===== config.mk =====
export PLATFORM = sky130hd
export DESIGN_NAME = register_bank
export DESIGN_NICKNAME = d
export VERILOG_FILES = /design/src/rtl/register_bank.sv
export SDC_FILE = /design/constraint.sdc
export NUM_CORES = 2
export LEC_CHECK = 0
export ABC_AREA = 1
export BUFFER_PORTS_ARGS = -buffer_cell sky130_fd_sc_hd__buf_4
export CAP_MARGIN = 25
export CORE_AREA = 2 2 423 425
export DETAILED_ROUTE_END_ITERATION = 12
export DIE_AREA = 0 0 425 427
export PLACE_DENSITY = 0.36
export SYNTH_ARGS = -nofsm -noshare
export SYNTH_HDL_FRONTEND = slang
export SYNTH_SLANG_ARGS = --single-unit

===== constraint.sdc =====
create_clock -name Clk -period 2.48 [get_ports Clk]
set_input_delay 0.372 -clock Clk [delete_from_list [all_inputs] [get_ports Clk]]
set_output_delay 0.372 -clock Clk [all_outputs]
set_load 0.02 [all_outputs]

===== src/rtl/register_bank.sv =====
// ---------------------------------------------------------------------------
// register_bank
//   Architectural register storage: NUM_REGS x DATA_WIDTH registers with one
//   synchronous write port. All registers are presented in parallel on a flat
//   bus for the downstream read-port multiplexers. A scoreboard mask records
//   which registers have been written since reset, together with a saturating
//   count of distinct registers written.
//
// Ports
//   Clk          in   1                    clock, all state updates on rising edge
//   Reset        in   1                    synchronous, active-low reset
//   WrEn         in   1                    write strobe
//   WrAddr       in   ADDR_WIDTH           destination register index
//   WrData       in   DATA_WIDTH           write data
//   RegsOut      out  NUM_REGS*DATA_WIDTH  register i at [i*DATA_WIDTH +: DATA_WIDTH]
//   WrittenMask  out  NUM_REGS             bit i set: register i written since reset
//   WrCount      out  ADDR_WIDTH+1         number of distinct registers written
//
// There is no read bypass: a write becomes visible on RegsOut only after the
// clock edge that accepts it. Every output comes straight from a flop.
// ---------------------------------------------------------------------------
module register_bank #(
    parameter int DATA_WIDTH = 32,
    parameter int NUM_REGS   = 32,
    parameter int ADDR_WIDTH = 5,
    parameter int ZERO_REG   = 1
) (
    input  logic                           Clk,
    input  logic                           Reset,
    input  logic                           WrEn,
    input  logic [ADDR_WIDTH-1:0]          WrAddr,
    input  logic [DATA_WIDTH-1:0]          WrData,
    output logic [NUM_REGS*DATA_WIDTH-1:0] RegsOut,
    output logic [NUM_REGS-1:0]            WrittenMask,
    output logic [ADDR_WIDTH:0]            WrCount
);

    // Highest reachable count: register 0 never counts when hardwired to zero.
    localparam int                  CNT_MAX_I = NUM_REGS - ((ZERO_REG != 0) ? 1 : 0);
    localparam logic [ADDR_WIDTH:0] CNT_MAX   = CNT_MAX_I[ADDR_WIDTH:0];

    logic [NUM_REGS-1:0]   wr_sel;
    logic                  new_hit;
    logic [NUM_REGS-1:0]   mask_q, mask_d;
    logic [ADDR_WIDTH:0]   count_q, count_d;

    function automatic logic [ADDR_WIDTH:0] sat_inc(input logic [ADDR_WIDTH:0] v,
                                                    input logic inc);
        if (inc && (v < CNT_MAX)) begin
            return v + (ADDR_WIDTH+1)'(1);
        end
        return v;
    endfunction

    // One-hot write decode gated by WrEn; the hardwired zero register is
    // never selected, so it also never reaches the mask or the count.
    always_comb begin
        wr_sel = '0;
        for (int i = 0; i < NUM_REGS; i++) begin
            if (WrEn && (WrAddr == ADDR_WIDTH'(i)) && !((ZERO_REG != 0) && (i == 0))) begin
                wr_sel[i] = 1'b1;
            end
        end
    end

    // A write only counts when it lands on a register not yet marked.
    always_comb begin
        new_hit = |(wr_sel & ~mask_q);
        mask_d  = mask_q | wr_sel;
        count_d = sat_inc(count_q, new_hit);
    end

    always_ff @(posedge Clk) begin
        if (!Reset) begin
            mask_q  <= '0;
            count_q <= '0;
        end else begin
            mask_q  <= mask_d;
            count_q <= count_d;
        end
    end

    assign WrittenMask = mask_q;
    assign WrCount     = count_q;

    for (genvar g = 0; g < NUM_REGS; g++) begin : g_reg
        if ((ZERO_REG != 0) && (g == 0)) begin : g_zero
            assign RegsOut[g*DATA_WIDTH +: DATA_WIDTH] = '0;
        end else begin : g_store
            logic [DATA_WIDTH-1:0] reg_q, reg_d;

            always_comb begin
                reg_d = wr_sel[g] ? WrData : reg_q;
            end

            always_ff @(posedge Clk) begin
                if (!Reset) begin
                    reg_q <= '0;
                end else begin
                    reg_q <= reg_d;
                end
            end

            assign RegsOut[g*DATA_WIDTH +: DATA_WIDTH] = reg_q;
        end
    end

endmodule


Word level (Yosys, flattened, before mapping)
Index checks and enable logic that the tools add are counted.
Widths: inputs -> output; s select.
{ "totals": {"register_bits": 1030, "inputBits": 40, "elab_cells": 135} }
{ "op_classes": {"addsub": 1, "magnitude_cmp": 1, "eq_ne": 31, "muxes": 33, "bitwise": 3, "reduce_logical": 33} }
{ "ops": {"columns": ["op", "count"], "rows": [
  ["$eq 5x5->1 const B", 16],
  ["$eq 5x4->1 const B", 8],
  ["$and 32x32->32", 1],
  ["$logic_and 1x1->1", 32],
  ["$mux 1", 32],
  ["$not 32->32", 1],
  ["$or 32x32->32", 1],
  ["$reduce_or 32->1", 1],
  ["$eq 5x3->1 const B", 4],
  ["$eq 5x2->1 const B", 2],
  ["$add 6x1->6 const B", 1],
  ["$lt 6x5->1 const B", 1],
  ["$mux 6", 1],
  ["$eq 5x1->1 const B", 1]
]} }

Depth between registers and ports, before layout
{ "depth": {"depth_word": 7, "depth_mapped": 13, "mapped_depth_nobuf": 12} }

Worst setup path before layout
Ideal clock, no wire load.
{ "synth_path": {"kind": "input to register", "start": "input WrEn", "end": "register count_q[0], in the netlist WrCount[0]", "t_arrival_ps": 1440, "required_time_ps": 2365, "slack_ps": 924, "cell_stages": 12, "n_path_buf": 2, "cell_sequence": "inv_1 -> nor2_1 -> buf_4 -> buf_2 -> nand3_1 -> nand2_1 -> nor2_1 -> nand2_1 -> nor2_1 -> nand2_4 -> a21oi_1 -> nor2_1"} }
{ "synth_between": {"elab_chain_len": 6, "word_cells_on_any_way": 66, "classes_between": "mux (32); bitwise (1); reduce/logical (33)"} }
{ "synth_lines": {"columns": ["item", "line", "text"], "rows": [
  ["from (decl)", "30", "input logic WrEn,"],
  ["$logic_and 1x1->1", "60", "if (WrEn && (WrAddr == ADDR_WIDTH'(i)) && !((ZERO_REG != 0) && (i == 0))) begin"],
  ["$mux 1", "60", null],
  ["$and 32x32->32 *", "68", "new_hit = |(wr_sel & ~mask_q);"],
  ["$reduce_or 32->1 *", "68", null],
  ["$logic_and 1x1->1 *", "49", "if (inc && (v < CNT_MAX)) begin"],
  ["$mux 1 *", "49", null],
  ["to (signal assigned)", "79", "count_q <= count_d;"],
  ["to (decl)", "45", "logic [ADDR_WIDTH:0] count_q, count_d;"]
]} }
Mark *: on every way between the ends. The rest lies on a longest branch, timed or not.
A chain may end at the register's enable or synchronous reset.

Worst setup path after layout
{ "layout_path": {"start": "register g_reg[9].g_store.reg_q[23]", "end": "output RegsOut[311]"} }
{ "layout_rtl": {"columns": ["item", "line", "text"], "rows": [
  ["from (decl)", "90", "logic [DATA_WIDTH-1:0] reg_q, reg_d;"],
  ["from (signal assigned)", "100", "reg_q <= reg_d;"],
  ["to (decl)", "33", "output logic [NUM_REGS*DATA_WIDTH-1:0] RegsOut,"]
]} }
No word-level cell between the ends.

==> run summary <==
The power density relative to cell area came out at 734 nW/um^2. The clock network latency to the later pin of the worst-skew pair came out at 0.80 ns. The share of total power dissipated in the clock network is 49.2%. The tree is rooted in a sky130_fd_sc_hd__clkbuf_16. STA classifies the critical path endpoint as a primary output.

The placed wire-length estimate after detailed placement came out at 145,000 um. The total count of hold-check failures in the final report came out at 0. The count of buffering cells on the critical path with inverters included came out at 1.

The number of pins with negative max-slew slack in the final report came out at 0. The cell type of the slowest stage on the worst timing path is sky130_fd_sc_hd__dfxtp_1. The maximum vdd drop is 0.000620 V.

Cell internal power was estimated by the tool at 28,200 uW. The largest net degree at the start of global routing came out at 128. The cell row count is 155. The worst hold endpoint is g_reg[2].g_store.reg_q[11]. Summed over all instances, the cell type with the most area after synthesis is sky130_fd_sc_hd__dfxtp_1. The critical path is of the reg2out type. The CTS clock-pin slew for the worst setup and hold paths came out at 0.06 ns. The wire length of the first global-routing pass came out at 296,000 um.

The endpoint identified for the worst register-to-register timing path is WrCount[1]. The die outline area came out at 181,000 um^2. The share of power burned in registers is 43.6%. The delay of the slowest cell on the worst path came out at 0.48 ns.

The detail-routed net length per standard cell is 27.4 um. Routability-driven placement finished with a final weighted congestion of 0.791. The average instance area after synthesis came out at 7.84 um^2. The starting density of the core is 21.0%.

The average via count per standard cell is 4.59. Data on the critical path arrives at its endpoint at 1.47 ns. The cell count after synthesis came out at 4,759. The number of sinks on the clock net came out at 1,029. The CTS H-tree depth is 4. The clock buffer count from CTS came out at 130. The total setup buffers inserted after CTS is 0. The worst hold path passes through 3 cells. The maximum clock frequency came out at 543 MHz.

The final wirelength came out at 221,000 um. The leakage power of the design is 0.0202 uW. The first-pass iteration count of the detailed router came out at 5. The sum of negative setup slack is 0 ns. After synthesis, the cell types taking the most area are sky130_fd_sc_hd__dfxtp_1 (55%), sky130_fd_sc_hd__a21oi_1 (11%), sky130_fd_sc_hd__nand3_1 (9.9%). The maximum number of buffers from clock root to sink is 3. Setup violations remaining at the end of the flow were counted as 0.

Summed over all nets, the switching power comes to 10,300 uW. The worst hold path begins at WrData[11]. The ratio of final minimum period to clock period is 74.3%. The number of instances resized during post-cts repair is 0. The origin of the worst setup path is g_reg[9].g_store.reg_q[23]. STA puts the critical path data required time at 2.11 ns.

Counting flops and latches in the post-synthesis netlist gives 1,029. The area of the core came out at 177,000 um^2. The via count of the first global-routing pass is 33,976. The startpoint identified for the worst register-to-register timing path is WrittenMask[28]. The signed area change from the synthesized netlist to the final layout is 40.7%. The layout net count is 5,671. The setup slack of the most critical reg-to-reg path is 0.79 ns. On the final layout, the worst clock skew is 0.0184 ns. The share of final-layout standard cells stronger than drive strength 1 is 25.2%. The number of distinct library cell variants in the gate-level netlist after synthesis is 20. The area share of the largest cell type after synthesis is 55.2%. The via count came out at 37,041. The number of I/O port buffers is 1,068.

TritonCTS built the clock tree. The total grt overflow is 0. The share of total power consumed by net switching came out at 26.8%. In this run the worst hold path is classified as in2reg. The x dimension of the die came out at 425 um. The reported max-cap violation count is 0.

The die height is 427 um. Setup repair after global routing left no endpoint under its margin. The first routing iteration left 2,798 violations. For this run, the total global-route usage over all layers was measured as 23.1%. The relative slew slack came out at 36.6%. Subtracting the final worst setup slack from the clock period gives 1.84 ns. The initial antenna violation count came to 10.

The highest net fanout along the worst path came out at 2. Across all setup checks in the final design, the least slack found is 0.638 ns. The logic depth of the worst register-to-register path is 10. Traced cell by cell, the critical path runs through buf_4. After detailed routing, the number of remaining DRC violations is 0. The slew of the pin with the lowest slew margin is 0.951 ns. The run finished with clean final reports.

The proportion of synthesized chip area in sequential cells is 55.2%. The number of synthesis warnings came out at 0. The number of hold buffers added after CTS was 3. The post-synth design cell area is 37,300 um^2.

Once detail routing completed, the nets flagged for antenna violations numbered 0. The worst setup path is launched from a flop. The placement-stage worst setup slack came out at 0.197 ns. The count of boundary I/O pins is 1,102. Of the total power, combinational logic draws 7.2%.

Among cell families on the critical path, the largest total delay comes from flip-flops.
## area by class of cell
cell class	instances	area [um^2]
clock inverter	26	368
timing repair buffer	1231	10100
clock buffer	196	3790
fill	19193	125000
sequential	1029	20600
multi-input combinational	3122	14200
inverter	116	450
tap	2355	2950
antenna	2	5.00
## Yosys cell counts
cell type,n
sky130_fd_sc_hd__a21oi_1,806
sky130_fd_sc_hd__buf_1,8
sky130_fd_sc_hd__buf_2,176
sky130_fd_sc_hd__buf_4,35
sky130_fd_sc_hd__clkbuf_1,305
sky130_fd_sc_hd__conb_1,1
sky130_fd_sc_hd__dfxtp_1,1029
sky130_fd_sc_hd__ha_1,1
sky130_fd_sc_hd__inv_1,111
sky130_fd_sc_hd__inv_2,5
sky130_fd_sc_hd__nand2_1,766
sky130_fd_sc_hd__nand2_2,1
sky130_fd_sc_hd__nand2_4,1
sky130_fd_sc_hd__nand3_1,741
sky130_fd_sc_hd__nand4_1,2
sky130_fd_sc_hd__nor2_1,475
sky130_fd_sc_hd__nor2_2,5
sky130_fd_sc_hd__nor2_4,2
sky130_fd_sc_hd__nor3b_1,1
sky130_fd_sc_hd__o21ai_0,288
## per-layer routing
metal | track usage (%) | routed length, um | up-vias
met1 | 28.1 | 89800 | 18130
met5 | 0 | 0 | -
li1 | - | - | 17414
met3 | 5.22 | 14100 | 271
met2 | 39.8 | 109000 | 1226
met4 | 8.46 | 7810 | 0
## metrics by stage
stage	util [%]	std cells	hold WS [ns]	power (uW)	instance area, um^2
after floorplan	-	4791	0.520	18400	37400
after global placement	27.2	7850	0.434	19900	48300
after detailed placement	27.2	7850	0.438	19900	48300
after CTS	29.6	8075	0.0174	39000	52500
after global routing	29.6	8075	0.0431	39800	52500
final	29.6	8077	0.0790	38500	52500
## power groups by stage
| stage | sequential (uW) | combinational [uW] | clock (uW) |
|---|---|---|---|
| after floorplan | 17300 | 1090 | 0 |
| after global placement | 17100 | 2800 | 0 |
| after detailed placement | 17100 | 2800 | 0 |
| after CTS | 16800 | 2800 | 19500 |
| after global routing | 16800 | 2900 | 20100 |
| final | 16800 | 2760 | 19000 |
## how the worst max path moves through the flow
stage / to / slack (ns) / cells past startpoint
6_report: RegsOut[311] / 0.64 / 1
5_1_grt: WrittenMask[28] / 0.54 / 1
4_1_cts: WrittenMask[28] / 0.53 / 1
3_5_place_dp: g_reg[30].g_store.reg_q[20] / 0.20 / 8
3_3_place_gp: WrCount[1] / 0.21 / 13
2_1_floorplan: WrCount[0] / 0.92 / 12
## cell usage in the layout, fill, tap and decap left out, drive strengths merged, types with 3 or more instances in the layout
master / netlist / final
buf: 219 / 1228
dfxtp: 1029 / 1029
clkbuf: 305 / 196
o21ai: 288 / 288
nand2: 768 / 768
dlygate4sd3: 0 / 3
a21oi: 806 / 806
conb: 1 / 33
nand3: 741 / 741
inv: 116 / 123
nor2: 482 / 482
clkinv: 0 / 17
## kinds of logic (layout without fill, tap and decap cells)
kind of cell | after synthesis | count (layout) | share of synthesized area, %
other | 1 | 35 | 0.0101
AND/OR/NAND/NOR | 1994 | 1994 | 22.7
flip-flops | 1029 | 1029 | 55.2
buffers and inverters | 640 | 1569 | 7.38
adder cells (fa/ha/maj) | 1 | 1 | 0.0335
AO/OA/AOI/OAI | 1094 | 1094 | 14.7
## sequential cells by signal (all words and copies together), names as in the netlist
name             flops
g.g_store.reg_q    992
WrittenMask         31
WrCount              6
No activity file was read; power rests on OpenSTA's default activity.
